==> src/rtl/controle_muldiv_pkg.sv <==
// Shared constants for the multiply/divide sequencer: ALU opcodes and FSM states.
package controle_muldiv_pkg;

  // Opcodes use the same encoding as the ALU so ulaOP can be forwarded unchanged.
  localparam logic [4:0] OP_MULT  = 5'b00010;
  localparam logic [4:0] OP_DIV   = 5'b00011;
  localparam logic [4:0] OP_RESTO = 5'b00100;

  typedef enum logic [1:0] {
    OCIOSO = 2'd0,
    MULT   = 2'd1,
    DIV    = 2'd2,
    FIM    = 2'd3
  } estado_t;

endpackage

==> src/rtl/controle_muldiv_passo_divisao.sv <==
// One combinational restoring-divide step: shift {remainder, quotient} left,
// trial-subtract the divisor and keep the difference when it does not borrow.
module passo_divisao #(
  parameter int LARGURA = 32
) (
  input  logic [LARGURA-1:0] resto_i,
  input  logic [LARGURA-1:0] quoc_i,
  input  logic [LARGURA-1:0] divisor_i,
  output logic [LARGURA-1:0] resto_o,
  output logic [LARGURA-1:0] quoc_o
);

  logic [LARGURA:0] desloc;
  logic [LARGURA:0] dif;

  // Remainder is always below the divisor, so the shifted value fits in LARGURA+1
  // bits and the top bit of the difference is exactly the borrow.
  always_comb begin
    desloc  = {resto_i, quoc_i[LARGURA-1]};
    dif     = desloc - {1'b0, divisor_i};
    resto_o = dif[LARGURA] ? desloc[LARGURA-1:0] : dif[LARGURA-1:0];
    quoc_o  = {quoc_i[LARGURA-2:0], ~dif[LARGURA]};
  end

endmodule

==> src/rtl/controle_muldiv.sv <==
// Multi-cycle multiply / divide / remainder sequencer with start/busy/done handshake.
// A single 2*LARGURA accumulator holds {hi, lo} for multiply and {remainder, quotient}
// for divide; one operand register holds the multiplicand or the divisor.
module controle_muldiv
  import controle_muldiv_pkg::*;
#(
  parameter int LARGURA = 32
) (
  input  logic               clock,
  input  logic               reset,
  input  logic               inicio,
  input  logic [4:0]         ulaOP,
  input  logic [LARGURA-1:0] RS,
  input  logic [LARGURA-1:0] RT,
  output logic               ocupado,
  output logic               pronto,
  output logic [LARGURA-1:0] saidaHI,
  output logic [LARGURA-1:0] saidaLO,
  output logic [LARGURA-1:0] saidaRes
);

  localparam int CW = $clog2(LARGURA) + 1;

  estado_t                 estado_q, estado_d;
  logic [CW-1:0]           cont_q, cont_d;
  logic [4:0]              op_q, op_d;
  logic [LARGURA-1:0]      opnd_q, opnd_d;
  logic [2*LARGURA-1:0]    acc_q, acc_d;
  logic                    ocupado_q, ocupado_d;
  logic                    pronto_q, pronto_d;
  logic [LARGURA-1:0]      hi_q, hi_d;
  logic [LARGURA-1:0]      lo_q, lo_d;
  logic [LARGURA-1:0]      res_q, res_d;

  logic [LARGURA:0]        soma;
  logic [2*LARGURA-1:0]    mult_prox;
  logic [LARGURA-1:0]      div_resto;
  logic [LARGURA-1:0]      div_quoc;

  passo_divisao #(.LARGURA(LARGURA)) u_passo (
    .resto_i   (acc_q[2*LARGURA-1:LARGURA]),
    .quoc_i    (acc_q[LARGURA-1:0]),
    .divisor_i (opnd_q),
    .resto_o   (div_resto),
    .quoc_o    (div_quoc)
  );

  // Shift-add multiply step: conditional add into the upper half (carry in the extra
  // bit of soma), then shift the whole accumulator right; the multiplier drains from lo.
  always_comb begin
    soma      = {1'b0, acc_q[2*LARGURA-1:LARGURA]} + (acc_q[0] ? {1'b0, opnd_q} : '0);
    mult_prox = {soma, acc_q[LARGURA-1:1]};
  end

  // Next-state and datapath control.
  always_comb begin
    estado_d  = estado_q;
    cont_d    = cont_q;
    op_d      = op_q;
    opnd_d    = opnd_q;
    acc_d     = acc_q;
    ocupado_d = ocupado_q;
    pronto_d  = 1'b0;
    hi_d      = hi_q;
    lo_d      = lo_q;
    res_d     = res_q;
    case (estado_q)
      OCIOSO: begin
        // A start coinciding with the done pulse is dropped, not deferred.
        if (inicio && !pronto_q) begin
          if (ulaOP == OP_MULT) begin
            estado_d  = MULT;
            op_d      = ulaOP;
            opnd_d    = RS;
            acc_d     = {{LARGURA{1'b0}}, RT};
            cont_d    = CW'(LARGURA);
            ocupado_d = 1'b1;
          end else if (ulaOP == OP_DIV || ulaOP == OP_RESTO) begin
            estado_d  = DIV;
            op_d      = ulaOP;
            opnd_d    = RT;
            acc_d     = {{LARGURA{1'b0}}, RS};
            cont_d    = CW'(LARGURA);
            ocupado_d = 1'b1;
          end
        end
      end
      MULT: begin
        acc_d  = mult_prox;
        cont_d = cont_q - CW'(1);
        if (cont_q == CW'(1)) estado_d = FIM;
      end
      DIV: begin
        if (opnd_q == '0) begin
          // Divide by zero: quotient all ones, remainder is the dividend, no iteration.
          acc_d    = {acc_q[LARGURA-1:0], {LARGURA{1'b1}}};
          estado_d = FIM;
        end else begin
          acc_d  = {div_resto, div_quoc};
          cont_d = cont_q - CW'(1);
          if (cont_q == CW'(1)) estado_d = FIM;
        end
      end
      FIM: begin
        hi_d      = acc_q[2*LARGURA-1:LARGURA];
        lo_d      = acc_q[LARGURA-1:0];
        res_d     = (op_q == OP_RESTO) ? acc_q[2*LARGURA-1:LARGURA] : acc_q[LARGURA-1:0];
        pronto_d  = 1'b1;
        ocupado_d = 1'b0;
        estado_d  = OCIOSO;
      end
      default: estado_d = OCIOSO;
    endcase
  end

  // State and result registers; active-low reset aborts any operation in flight.
  always_ff @(posedge clock) begin
    if (!reset) begin
      estado_q  <= OCIOSO;
      cont_q    <= '0;
      op_q      <= '0;
      opnd_q    <= '0;
      acc_q     <= '0;
      ocupado_q <= 1'b0;
      pronto_q  <= 1'b0;
      hi_q      <= '0;
      lo_q      <= '0;
      res_q     <= '0;
    end else begin
      estado_q  <= estado_d;
      cont_q    <= cont_d;
      op_q      <= op_d;
      opnd_q    <= opnd_d;
      acc_q     <= acc_d;
      ocupado_q <= ocupado_d;
      pronto_q  <= pronto_d;
      hi_q      <= hi_d;
      lo_q      <= lo_d;
      res_q     <= res_d;
    end
  end

  assign ocupado  = ocupado_q;
  assign pronto   = pronto_q;
  assign saidaHI  = hi_q;
  assign saidaLO  = lo_q;
  assign saidaRes = res_q;

endmodule

==> config.mk <==
export PLATFORM = sky130hd
export DESIGN_NAME = controle_muldiv
export DESIGN_NICKNAME = d
export VERILOG_FILES = /design/src/rtl/controle_muldiv_pkg.sv /design/src/rtl/controle_muldiv_passo_divisao.sv /design/src/rtl/controle_muldiv.sv
export SDC_FILE = /design/constraint.sdc
export NUM_CORES = 1
export LEC_CHECK = 0
export ABC_CLOCK_PERIOD_IN_PS = 7800
export BUFFER_PORTS_ARGS = -buffer_cell sky130_fd_sc_hd__buf_4
export CORE_AREA = 2 2 154 156
export DETAILED_ROUTE_END_ITERATION = 7
export DIE_AREA = 0 0 156 158
export GPL_TIMING_DRIVEN = 0
export HOLD_SLACK_MARGIN = 0.12
export PLACE_DENSITY = 0.9
export SLEW_MARGIN = 20
export SYNTH_ARGS = -nofsm -noshare
export SYNTH_HDL_FRONTEND = slang
export SYNTH_HIERARCHICAL = 1
export SYNTH_SLANG_ARGS = --single-unit
==> constraint.sdc <==
create_clock -name clock -period 7.8 [get_ports clock]
set_input_delay 0.78 -clock clock [delete_from_list [all_inputs] [get_ports clock]]
set_output_delay 0.78 -clock clock [all_outputs]
set_load 0.02 [all_outputs]
==> results of run 1 <==
## cell families after synthesis
group / synth area share (%)
flip-flops: 28.74
AO/OA/AOI/OAI: 21.37
multiplexers: 16.60
adder cells (fa/ha/maj): 6.439
buffers and inverters: 6.439
AND/OR/NAND/NOR: 17.37
XOR/XNOR: 3.037
## routing by layer
metal	part of all wire [%]	global-route usage, %	routed length [um]
met5	0	0	0
met4	7.0	25.29	3500
met3	9.7	6.460	4818
met2	44	63.23	21960
met1	39	49.08	19530
## worst max-delay path, stage by stage, from the launching register on
cell and delay, ns:
dfxtp_1 0.59, inv_1 0.09, ha_1 0.24, fa_1 0.43
and2b_2 0.27, o2111ai_2 0.14, a21oi_2 0.27, o2111ai_1 0.37
a211oi_2 0.40, nor2_4 0.11, mux2i_4 0.55, and2_4 0.28
buf_12 0.15, inv_8 0.06, buf_12 0.15, mux2_4 0.30
mux2_2 0.26, a22oi_1 0.18, o21ai_0 0.11, and2_1 0.19
## Yosys cell counts (9+ instances only)
master | number | area (um2)
dfxtp_1 | 207 | 4144
mux2i_1 | 181 | 1812
nand2_1 | 163 | 611.8
nor2b_1 | 106 | 663.1
a21oi_1 | 93 | 465.5
clkbuf_1 | 79 | 296.5
o21ai_0 | 73 | 365.4
ha_1 | 71 | 888.4
o211a_1 | 64 | 640.6
and2_1 | 57 | 356.6
inv_1 | 45 | 168.9
nor2_1 | 42 | 157.7
a211oi_1 | 41 | 307.8
a221oi_1 | 35 | 306.5
buf_4 | 35 | 262.8
a21o_1 | 30 | 225.2
nand3_1 | 29 | 145.1
xor2_1 | 26 | 227.7
xnor2_1 | 24 | 210.2
mux2_2 | 23 | 259.0
mux2_4 | 20 | 300.3
a22oi_1 | 15 | 112.6
a31oi_1 | 12 | 75.07
nand4_1 | 12 | 75.07
buf_1 | 11 | 41.29
buf_2 | 11 | 55.05
nor4_1 | 11 | 68.82
nor3_1 | 10 | 50.05
o21a_1 | 9 | 67.56
## state kept, by name, indices dropped and copies added (netlist names)
register  flops
saidaLO      32
saidaHI      32
acc_q        64
estado_q      2
ocupado       1
pronto        1
cont_q        6
saidaRes     32
opnd_q       32
op_q          5
## stage by stage
stage / hold slack, ns / instances
after CTS: 0.4830 / 2157
final: 0.4783 / 2157
after global routing: 0.4977 / 2157
after detailed placement: 0.4729 / 2112
after global placement: 0.4611 / 2111
after floorplan: 0.4615 / 1652
## power groups by stage
stage	Sequential, W	Combinational (W)	Clock [W]
floorplan	0.00112	0.000474	0
global placement	0.00113	0.000648	0
detailed placement	0.00113	0.000658	0
CTS	0.00111	0.000665	0.00120
global route	0.00111	0.000721	0.00124
finish	0.00111	0.000689	0.00120
## worst max path at each step
| stage | from | end | slack, ns |
|---|---|---|---|
| 2_1_floorplan | acc_q[31]$_SDFFE_PN0P_ | acc_q[47]$_SDFFE_PN0P_ | 3.88 |
| 3_3_place_gp | acc_q[31]$_SDFFE_PN0P_ | acc_q[42]$_SDFFE_PN0P_ | 2.83 |
| 3_5_place_dp | acc_q[31]$_SDFFE_PN0P_ | acc_q[42]$_SDFFE_PN0P_ | 2.80 |
| 4_1_cts | acc_q[31]$_SDFFE_PN0P_ | acc_q[42]$_SDFFE_PN0P_ | 2.75 |
| 5_1_grt | acc_q[31]$_SDFFE_PN0P_ | acc_q[50]$_SDFFE_PN0P_ | 2.46 |
| 6_report | acc_q[31]$_SDFFE_PN0P_ | acc_q[42]$_SDFFE_PN0P_ | 2.51 |
## layout make-up
type / count / area (um2)
multi-input cells: 1257 / 9353
fillers: 1736 / 6155
flip-flops and latches: 207 / 4144
repair buffers: 170 / 1274
plain buffers: 142 / 748.2
clock buffers: 32 / 691.9
well taps: 290 / 362.8
inverters: 46 / 180.2
clock inverters: 13 / 143.9
==> metrics.md, run 1 <==
| Metric | Value |
|---|---|
| Status | completed |
| Max-Cap Viols | 0 |
| I/O Buffers | 169 |
| Reg-to-Reg End | acc_q[42]$_SDFFE_PN0P_ |
| Final hold violations | 0 |
| Post-detailed-routing wire length | 49810 um |
| Largest net degree at the start of global routing | 14 |
| Hold buffers post-CTS | 0 |
| Clock-pin slew on the worst setup and hold paths | 0.06 ns |
| Root cell of the clock tree | clkbuf_16 |
| Critical path type | flop to flop |
| P&R area growth vs syn | 17.19% |
| Synthesized area per cell | 8.728 um2 |
| Post-synth EDFFs | 0 |
| Pre-CTS WS | 2.796 ns |
| Setup ws final | 2.511 ns |
| Clock sinks | 207 |
| Initial antenna violation count | 0 |
| Global route overflow | 0 |
| CTS tree | done |
| ANT nets after route | 0 |
| Worst-case vdd ir drop | 0.0002025 V |
| # nets final | 1994 |
| Clock tree buffer depth | 3 |
| Tightest slew margin relative to the limit | 23.08% |
| Ys Warns | 6 |
| Mapped Cells | 1652 |
| CTS resizes | 0 |
| Final Util | 73.30% |
| DRC Markers | 0 |
| Total CTS buffers | 25 |
| Critical path arrival | 5.72 ns |
| Drt initial violations | 1354 |
| Setup bufs post-CTS | 0 |
| Later-pin clock latency in the skew report | 0.56 ns |
| Setup TNS | 0 ns |
| Synth Flop Type | dfxtp_1 |
| Seq/Total Area, Yosys | 28.74% |
| Final Cycle Share | 67.80% |
| Clock power share | 40.1% |
| P_leak | 7.359 nW |
| Logic pwr share | 22.9% |
| Sw frac | 30.97% |
| Worst-Margin Slew | 1.154 ns |
| Die area | 24650 um2 |
| Vias | 14040 |
| Vias per inst | 6.508 |
| Crit end category | flop |
| Setup slack, reg-to-reg | 2.51 ns |
| Yosys reg bits | 207 |
| Setup Viol. Count Final | 0 |
| Most common cell after layout, fill and taps aside | dfxtp_1 |
| First-pass GRT wire length | 74930 um |
| Num rows | 56 |
| Dpl hpwl | 37240 um |
| FFs w/ async S/R, synth | 0% |
| Die X | 156 um |
| Worst R2R Start | acc_q[31]$_SDFFE_PN0P_ |
| Psw | 0.0009311 W |
| Post-Syn Area | 14420 um2 |
| Critical Path RT | 8.23 ns |
| Int Pwr | 0.002075 W |
| Hold Startpoint | saidaRes[5]$_SDFFE_PN0P_ |
| Max Slew Vio Count | 0 |
| Final Cell Area | 16900 um2 |
| H-tree levels | 1 |
| Final Total Pwr | 0.003006 W |
| Sequential power share | 37.0% |
| Worst-case reg-to-reg path depth | 19 |
| Net Count, Synth | 1797 |
| Fin crit period | 5.289 ns |
| Power Dens Cells | 177.9 nW/um2 |
| Number of distinct library cells after synthesis | 82 |
| Worst Hold Class | flop to flop |
| Vias in the first global route | 13110 |
| GRT Util Overall | 39.31% |
| Top Ports | 170 |
| Routed len/inst | 23.09 um |
| Worst Skew | 0.01728 ns |
| # diodes | 0 |
| Most frequent cells in the layout | 207 x dfxtp_1, 204 x buf_4, 181 x mux2i_1 |
| Die Y | 158 um |
| RSZ-0062 raised after global routing | no |
| Worst Hold Endpoint | saidaRes[5]$_SDFFE_PN0P_ |
| Drt first pass iters | 6 |
| Hold path cells | 1 |
| Share of cells above drive strength 1 | 17.73% |
| Post-DP Area | 16060 um2 |
| Initial Util | 62.55% |
| Largest fanout on the critical path | 10 |
| Startpoint types | flop |
| Placer Congestion | 0.9807 |
| Fmax | 189.1 MHz |
| Core Region | 23050 um2 |
Note: power is estimated with default switching activity, not from simulation.
==> run 2: changes to the inputs <==
- ABC_CLOCK_PERIOD_IN_PS: 7800 -> 5100
- CORE_AREA: 2 2 154 156 -> 2 2 159 161
- DIE_AREA: 0 0 156 158 -> 0 0 161 163
- PLACE_DENSITY: 0.9 -> 0.85
- clock period: 7.8 -> 5.1 ns (I/O delays scaled with it)
==> run 2 against run 1 <==
Compared with the run above: sequential share of layout area fell by 0.14 points; register-to-register slack got worse by 2.3 ns; via count fell by 0.53%; combinational power rose by 52%; clock power rose by 59%; setup slack got worse by 2.3 ns; utilization fell by 4.4 points; clock-buffer cell count fell by 1.
==> metrics.md, run 2 (synthesis results as in run 1) <==
| Metric | Value |
|---|---|
| Status | completed (unchanged) |
| Max Slew Vio Count | 0 (unchanged) |
| Clock-pin slew on the worst setup and hold paths | 0.07 ns (was 0.06 ns) |
| RSZ-0062 raised after global routing | no (unchanged) |
| Die area | 26240 um2 (was 24650 um2) |
| Top Ports | 170 (unchanged) |
| Setup TNS | 0 ns (unchanged) |
| Total CTS buffers | 25 (unchanged) |
| Worst-case reg-to-reg path depth | 19 (unchanged) |
| Worst R2R Start | acc_q[31]$_SDFFE_PN0P_ (unchanged) |
| Critical Path RT | 5.54 ns (was 8.23 ns) |
| Initial antenna violation count | 1 (was 0) |
| Setup slack, reg-to-reg | 0.17 ns (was 2.51 ns) |
| Placed cells | 2151 (was 2112) |
| DRC Markers | 0 (unchanged) |
| Worst Hold Endpoint | op_q[2]$_SDFFE_PN0P_ (was saidaRes[5]$_SDFFE_PN0P_) |
| Hold path cells | 3 (was 1) |
| Worst Hold Class | input port to flop (was flop to flop) |
| Critical path arrival | 5.37 ns (was 5.72 ns) |
| Num rows | 58 (was 56) |
| Worst Skew | 0.02204 ns (was 0.01728 ns) |
| Initial Util | 58.44% (was 62.55%) |
| Startpoint types | flop (unchanged) |
| Worst-Margin Slew | 1.141 ns (was 1.154 ns) |
| Dpl hpwl | 36680 um (was 37240 um) |
| Critical path type | flop to flop (unchanged) |
| Tightest slew margin relative to the limit | 23.91% (was 23.08%) |
| Routed len/inst | 22.13 um (was 23.09 um) |
| Clock tree buffer depth | 3 (unchanged) |
| GRT Util Overall | 35.79% (was 39.31%) |
| Largest fanout on the critical path | 10 (unchanged) |
| Global route overflow | 0 (unchanged) |
| Vias per inst | 6.352 (was 6.508) |
| P_leak | 7.377 nW (was 7.359 nW) |
| Placer Congestion | 1.050 (was 0.9807) |
| Largest net degree at the start of global routing | 14 (unchanged) |
| Number of flip-flops in the largest register | 64 (unchanged) |
| ANT nets after route | 0 (unchanged) |
| # diodes | 0 (unchanged) |
| # nets final | 1995 (was 1994) |
| Power Dens Cells | 274.4 nW/um2 (was 177.9 nW/um2) |
| Most frequent cells in the layout | 207 x dfxtp_1, 206 x buf_4, 181 x mux2i_1 (was 207 x dfxtp_1, 204 x buf_4, 181 x mux2i_1) |
| Later-pin clock latency in the skew report | 0.56 ns (about the same) |
| H-tree levels | 1 (unchanged) |
| Register with the most flip-flops | acc_q (unchanged) |
| Most common cell after layout, fill and taps aside | dfxtp_1 (unchanged) |
| CTS resizes | 0 (unchanged) |
| Worst-case vdd ir drop | 0.0002213 V (was 0.0002025 V) |
| Die Y | 163 um (was 158 um) |
| Clock sinks | 207 (unchanged) |
| Reg-to-Reg End | acc_q[50]$_SDFFE_PN0P_ (was acc_q[42]$_SDFFE_PN0P_) |
| WHS | 0.2491 ns (was 0.4783 ns) |
| Core Region | 24670 um2 (was 23050 um2) |
| Final cell count without fillers | 2198 (was 2157) |
| Vias | 13960 (was 14040) |
| Post-detailed-routing wire length | 48630 um (was 49810 um) |
| Die X | 161 um (was 156 um) |
| Share of cells above drive strength 1 | 17.72% (was 17.73%) |
| Setup Viol. Count Final | 0 (unchanged) |
| Fmax | 202.8 MHz (was 189.1 MHz) |
| Final Cycle Share | 96.68% (was 67.80%) |
| Final hold violations | 0 (unchanged) |
| Post-DP Area | 16100 um2 (was 16060 um2) |
| Drt first pass iters | 8 (was 6) |
| Hold Startpoint | ulaOP[2] (was saidaRes[5]$_SDFFE_PN0P_) |
| P&R area growth vs syn | 17.84% (was 17.19%) |
| Max-Cap Viols | 0 (unchanged) |
| Root cell of the clock tree | clkbuf_16 (unchanged) |
| CTS tree | done (unchanged) |
| Vias in the first global route | 13080 (was 13110) |
| First-pass GRT wire length | 73780 um (was 74930 um) |
| Final Cell Area | 16990 um2 (was 16900 um2) |
| I/O Buffers | 169 (unchanged) |
| Fin crit period | 4.931 ns (was 5.289 ns) |
| Drt initial violations | 1449 (was 1354) |
| Crit end category | flop (unchanged) |
[run 2: timing repair]
item / 4_1_cts / 5_1_grt
setup endpoints to repair: 0 / 4
setup buffers: 0 / 2
hold buffers: 0 / 0
[run 2: metrics by stage]
stage	utilization, %	setup slack (ns)	power, W
4_1_cts	68.78	0.1428	0.004617
6_report	68.86	0.1692	0.004662
3_5_place_dp	65.25	0.2023	0.002735
2_1_floorplan	-	1.185	0.002430
3_3_place_gp	65.25	0.2251	0.002722
5_1_grt	68.86	0.09838	0.004771
[run 2: power by group]
part           leakage, nW  internal (W)  total [W]  switching (W)
registers             1.67       0.00164    0.00170      0.0000551
logic                 5.28      0.000467    0.00105       0.000582
clock network        0.422       0.00114    0.00191       0.000770
total                 7.38       0.00325    0.00466        0.00141
[run 2: layout make-up]
class / count / area [um2]
plain buffers: 142 / 748.2
clock buffers: 31 / 668.1
clock inverters: 14 / 201.4
fillers: 2027 / 7682
inverters: 46 / 180.2
multi-input cells: 1257 / 9353
flip-flops and latches: 207 / 4144
well taps: 330 / 412.9
repair buffers: 171 / 1284
[run 2: routing by layer]
layer | share of wire [%] | global-route usage [%] | vias to the layer above
met2 | 45 | 57.88 | 849
met4 | 6.4 | 20.82 | 0
li1 | - | - | 6381
met3 | 9.0 | 3.540 | 181
met1 | 40 | 46.74 | 6551
met5 | 0 | 0 | -
[run 2: worst max-delay path by stage]
stage                                 from                     end  slack (ns)
floorplan           acc_q[31]$_SDFFE_PN0P_  acc_q[47]$_SDFFE_PN0P_        1.18
global placement    acc_q[31]$_SDFFE_PN0P_  acc_q[42]$_SDFFE_PN0P_        0.23
detailed placement  acc_q[31]$_SDFFE_PN0P_  acc_q[42]$_SDFFE_PN0P_        0.20
CTS                 acc_q[31]$_SDFFE_PN0P_  acc_q[50]$_SDFFE_PN0P_        0.14
global route        acc_q[31]$_SDFFE_PN0P_  acc_q[50]$_SDFFE_PN0P_         0.1
finish              acc_q[31]$_SDFFE_PN0P_  acc_q[50]$_SDFFE_PN0P_        0.17
[run 2: critical path, stage by stage (launching register included)]
cell and delay [ns]:
dfxtp_1 0.53, inv_1 0.09, ha_1 0.24, fa_1 0.43
and2b_2 0.27, o2111ai_2 0.14, a21oi_2 0.27, o2111ai_1 0.34
a211oi_2 0.38, nor2_4 0.11, mux2i_4 0.34, and2_4 0.23
buf_12 0.15, inv_8 0.06, buf_12 0.15, mux2_4 0.31
mux2_2 0.26, a22oi_1 0.21, o21ai_0 0.11, and2_1 0.18
==> run 3: changes to the inputs <==
- CTS_CLUSTER_DIAMETER: not set -> 150
- PLACE_DENSITY: 0.85 -> 0.82
==> run 3 against run 2 <==
Compared with the run above: sequential share of layout area increased by 0.12 points; utilization decreased by 0.33 points; flip-flop and latch count unchanged; non-clock buffer count decreased by 2; total power decreased by 3.5%; critical path type unchanged; global-route usage increased by 0.64 points; highest routed layer unchanged; die area unchanged; combinational power about the same; clock-buffer cell count unchanged; via count decreased by 1.3%.
==> metrics.md, run 3 (synthesis results as in run 1) <==
| Metric | Value |
|---|---|
| Status | completed (unchanged) |
| Later-pin clock latency in the skew report | 0.56 ns (about the same) |
| Drt first pass iters | 6 (was 8) |
| Max-Cap Viols | 0 (unchanged) |
| P&R area growth vs syn | 17.27% (was 17.84%) |
| Crit end category | flop (unchanged) |
| Final hold violations | 0 (unchanged) |
| H-tree levels | 1 (unchanged) |
| Total CTS buffers | 24 (was 25) |
| Vias per inst | 6.279 (was 6.352) |
| Max Slew Vio Count | 0 (unchanged) |
| Register with the most flip-flops | acc_q (unchanged) |
| Placer Congestion | 1.009 (was 1.050) |
| Worst Skew | 0.02113 ns (was 0.02204 ns) |
| Power Dens Cells | 266.1 nW/um2 (was 274.4 nW/um2) |
| Fmax | 201.9 MHz (was 202.8 MHz) |
| Setup TNS | 0 ns (unchanged) |
| Setup bufs post-CTS | 0 (unchanged) |
| Post-detailed-routing wire length | 48780 um (was 48630 um) |
| DRC Markers | 0 (unchanged) |
| Hold path cells | 3 (unchanged) |
| Hold buffers post-CTS | 0 (unchanged) |
| Root cell of the clock tree | clkbuf_16 (unchanged) |
| Worst Hold Class | input port to flop (unchanged) |
| CTS tree | done (unchanged) |
| Clock sinks | 207 (unchanged) |
| Critical path arrival | 5.38 ns (was 5.37 ns) |
| Die Y | 163 um (unchanged) |
| Most common cell after layout, fill and taps aside | dfxtp_1 (unchanged) |
| Die X | 161 um (unchanged) |
| Final Total Pwr | 0.004499 W (was 0.004662 W) |
| CTS resizes | 0 (unchanged) |
| Critical path type | flop to flop (unchanged) |
| Fin crit period | 4.952 ns (was 4.931 ns) |
| Initial Util | 58.44% (unchanged) |
| GRT Util Overall | 36.43% (was 35.79%) |
| Vias in the first global route | 13180 (was 13080) |
| Worst-case reg-to-reg path depth | 19 (unchanged) |
| Initial antenna violation count | 0 (was 1) |
| # nets final | 1992 (was 1995) |
| Num rows | 58 (unchanged) |
| Setup Viol. Count Final | 0 (unchanged) |
| Global route overflow | 0 (unchanged) |
| Largest fanout on the critical path | 10 (unchanged) |
| Share of cells above drive strength 1 | 17.55% (was 17.72%) |
| I/O Buffers | 169 (unchanged) |
| Clock-pin slew on the worst setup and hold paths | 0.06 ns (was 0.07 ns) |
| Startpoint types | flop (unchanged) |
| Vias | 13780 (was 13960) |
| Number of flip-flops in the largest register | 64 (unchanged) |
| ANT nets after route | 0 (unchanged) |
| Tightest slew margin relative to the limit | 31.24% (was 23.91%) |
| Most frequent cells in the layout | 207 x dfxtp_1, 204 x buf_4, 181 x mux2i_1 (was 207 x dfxtp_1, 206 x buf_4, 181 x mux2i_1) |
| Die area | 26240 um2 (unchanged) |
| Worst-case vdd ir drop | 0.0002751 V (was 0.0002213 V) |
| RSZ-0062 raised after global routing | no (unchanged) |
| Final Cycle Share | 97.11% (was 96.68%) |
| First-pass GRT wire length | 74730 um (was 73780 um) |
| Final Util | 68.53% (was 68.86%) |
| Drt initial violations | 1529 (was 1449) |
| Core Region | 24670 um2 (unchanged) |
| P_leak | 7.340 nW (was 7.377 nW) |
| Routed len/inst | 22.23 um (was 22.13 um) |
| Largest net degree at the start of global routing | 14 (unchanged) |
| Clock tree buffer depth | 3 (unchanged) |
| Dpl hpwl | 36760 um (was 36680 um) |
| Critical Path RT | 5.53 ns (was 5.54 ns) |
| Worst-Margin Slew | 1.031 ns (was 1.141 ns) |
| Top Ports | 170 (unchanged) |
[run 3: area by class of cell]
type	count	area [um2]
inverter	46	180.2
clock inverter	11	132.6
buffer	142	748.2
clock buffer	31	666.9
tap	330	412.9
multi-input combinational	1257	9353
antenna	1	2.502
sequential	207	4144
fill	2076	7765
timing repair buffer	169	1269
[run 3: worst max-delay path, stage by stage (launching register included)]
cell       delay [ns]
dfxtp_1          0.56
inv_1            0.10
ha_1             0.25
fa_1             0.43
and2b_2          0.26
o2111ai_2        0.13
a21oi_2          0.23
o2111ai_1        0.28
a211oi_2         0.37
nor2_4           0.12
mux2i_4          0.48
and2_4           0.26
buf_12           0.14
inv_8            0.06
buf_12           0.15
mux2_4           0.29
mux2_2           0.26
a22oi_1          0.18
o21ai_0          0.10
and2_1           0.18
[run 3: worst paths after layout]
| kind | slack (ns) | to | start |
|---|---|---|---|
| max | 0.15 | acc_q[42]$_SDFFE_PN0P_ | acc_q[31]$_SDFFE_PN0P_ |
| min | 0.25 | op_q[2]$_SDFFE_PN0P_ | ulaOP[2] |
| max reg2reg | 0.15 | acc_q[42]$_SDFFE_PN0P_ | acc_q[31]$_SDFFE_PN0P_ |
| min reg2reg | 0.48 | saidaRes[3]$_SDFFE_PN0P_ | saidaRes[3]$_SDFFE_PN0P_ |
[run 3: stage by stage]
| step | cell area [um2] | worst slack [ns] | std cells | hold WS (ns) |
|---|---|---|---|---|
| floorplan | 14420 | 1.185 | 1652 | 0.4615 |
| global placement | 16100 | 0.4015 | 2151 | 0.4609 |
| detailed placement | 16100 | 0.3612 | 2151 | 0.4685 |
| CTS | 16900 | 0.3163 | 2193 | 0.2385 |
| global route | 16910 | 0.007693 | 2193 | 0.2677 |
| finish | 16910 | 0.1476 | 2194 | 0.2455 |
[run 3: power by group]
group	internal, W	switching [W]
clock	0.00103	0.000748
sequential	0.00164	0.0000539
combinational	0.000460	0.000566
total	0.00313	0.00137
[run 3: layer usage]
metal | track usage (%) | vias up | part of all wire [%]
met1 | 47.02 | 6462 | 41
met2 | 58.84 | 796 | 44
met4 | 22.61 | 0 | 7.0
li1 | - | 6354 | -
met5 | 0 | - | 0
met3 | 3.718 | 165 | 8.1
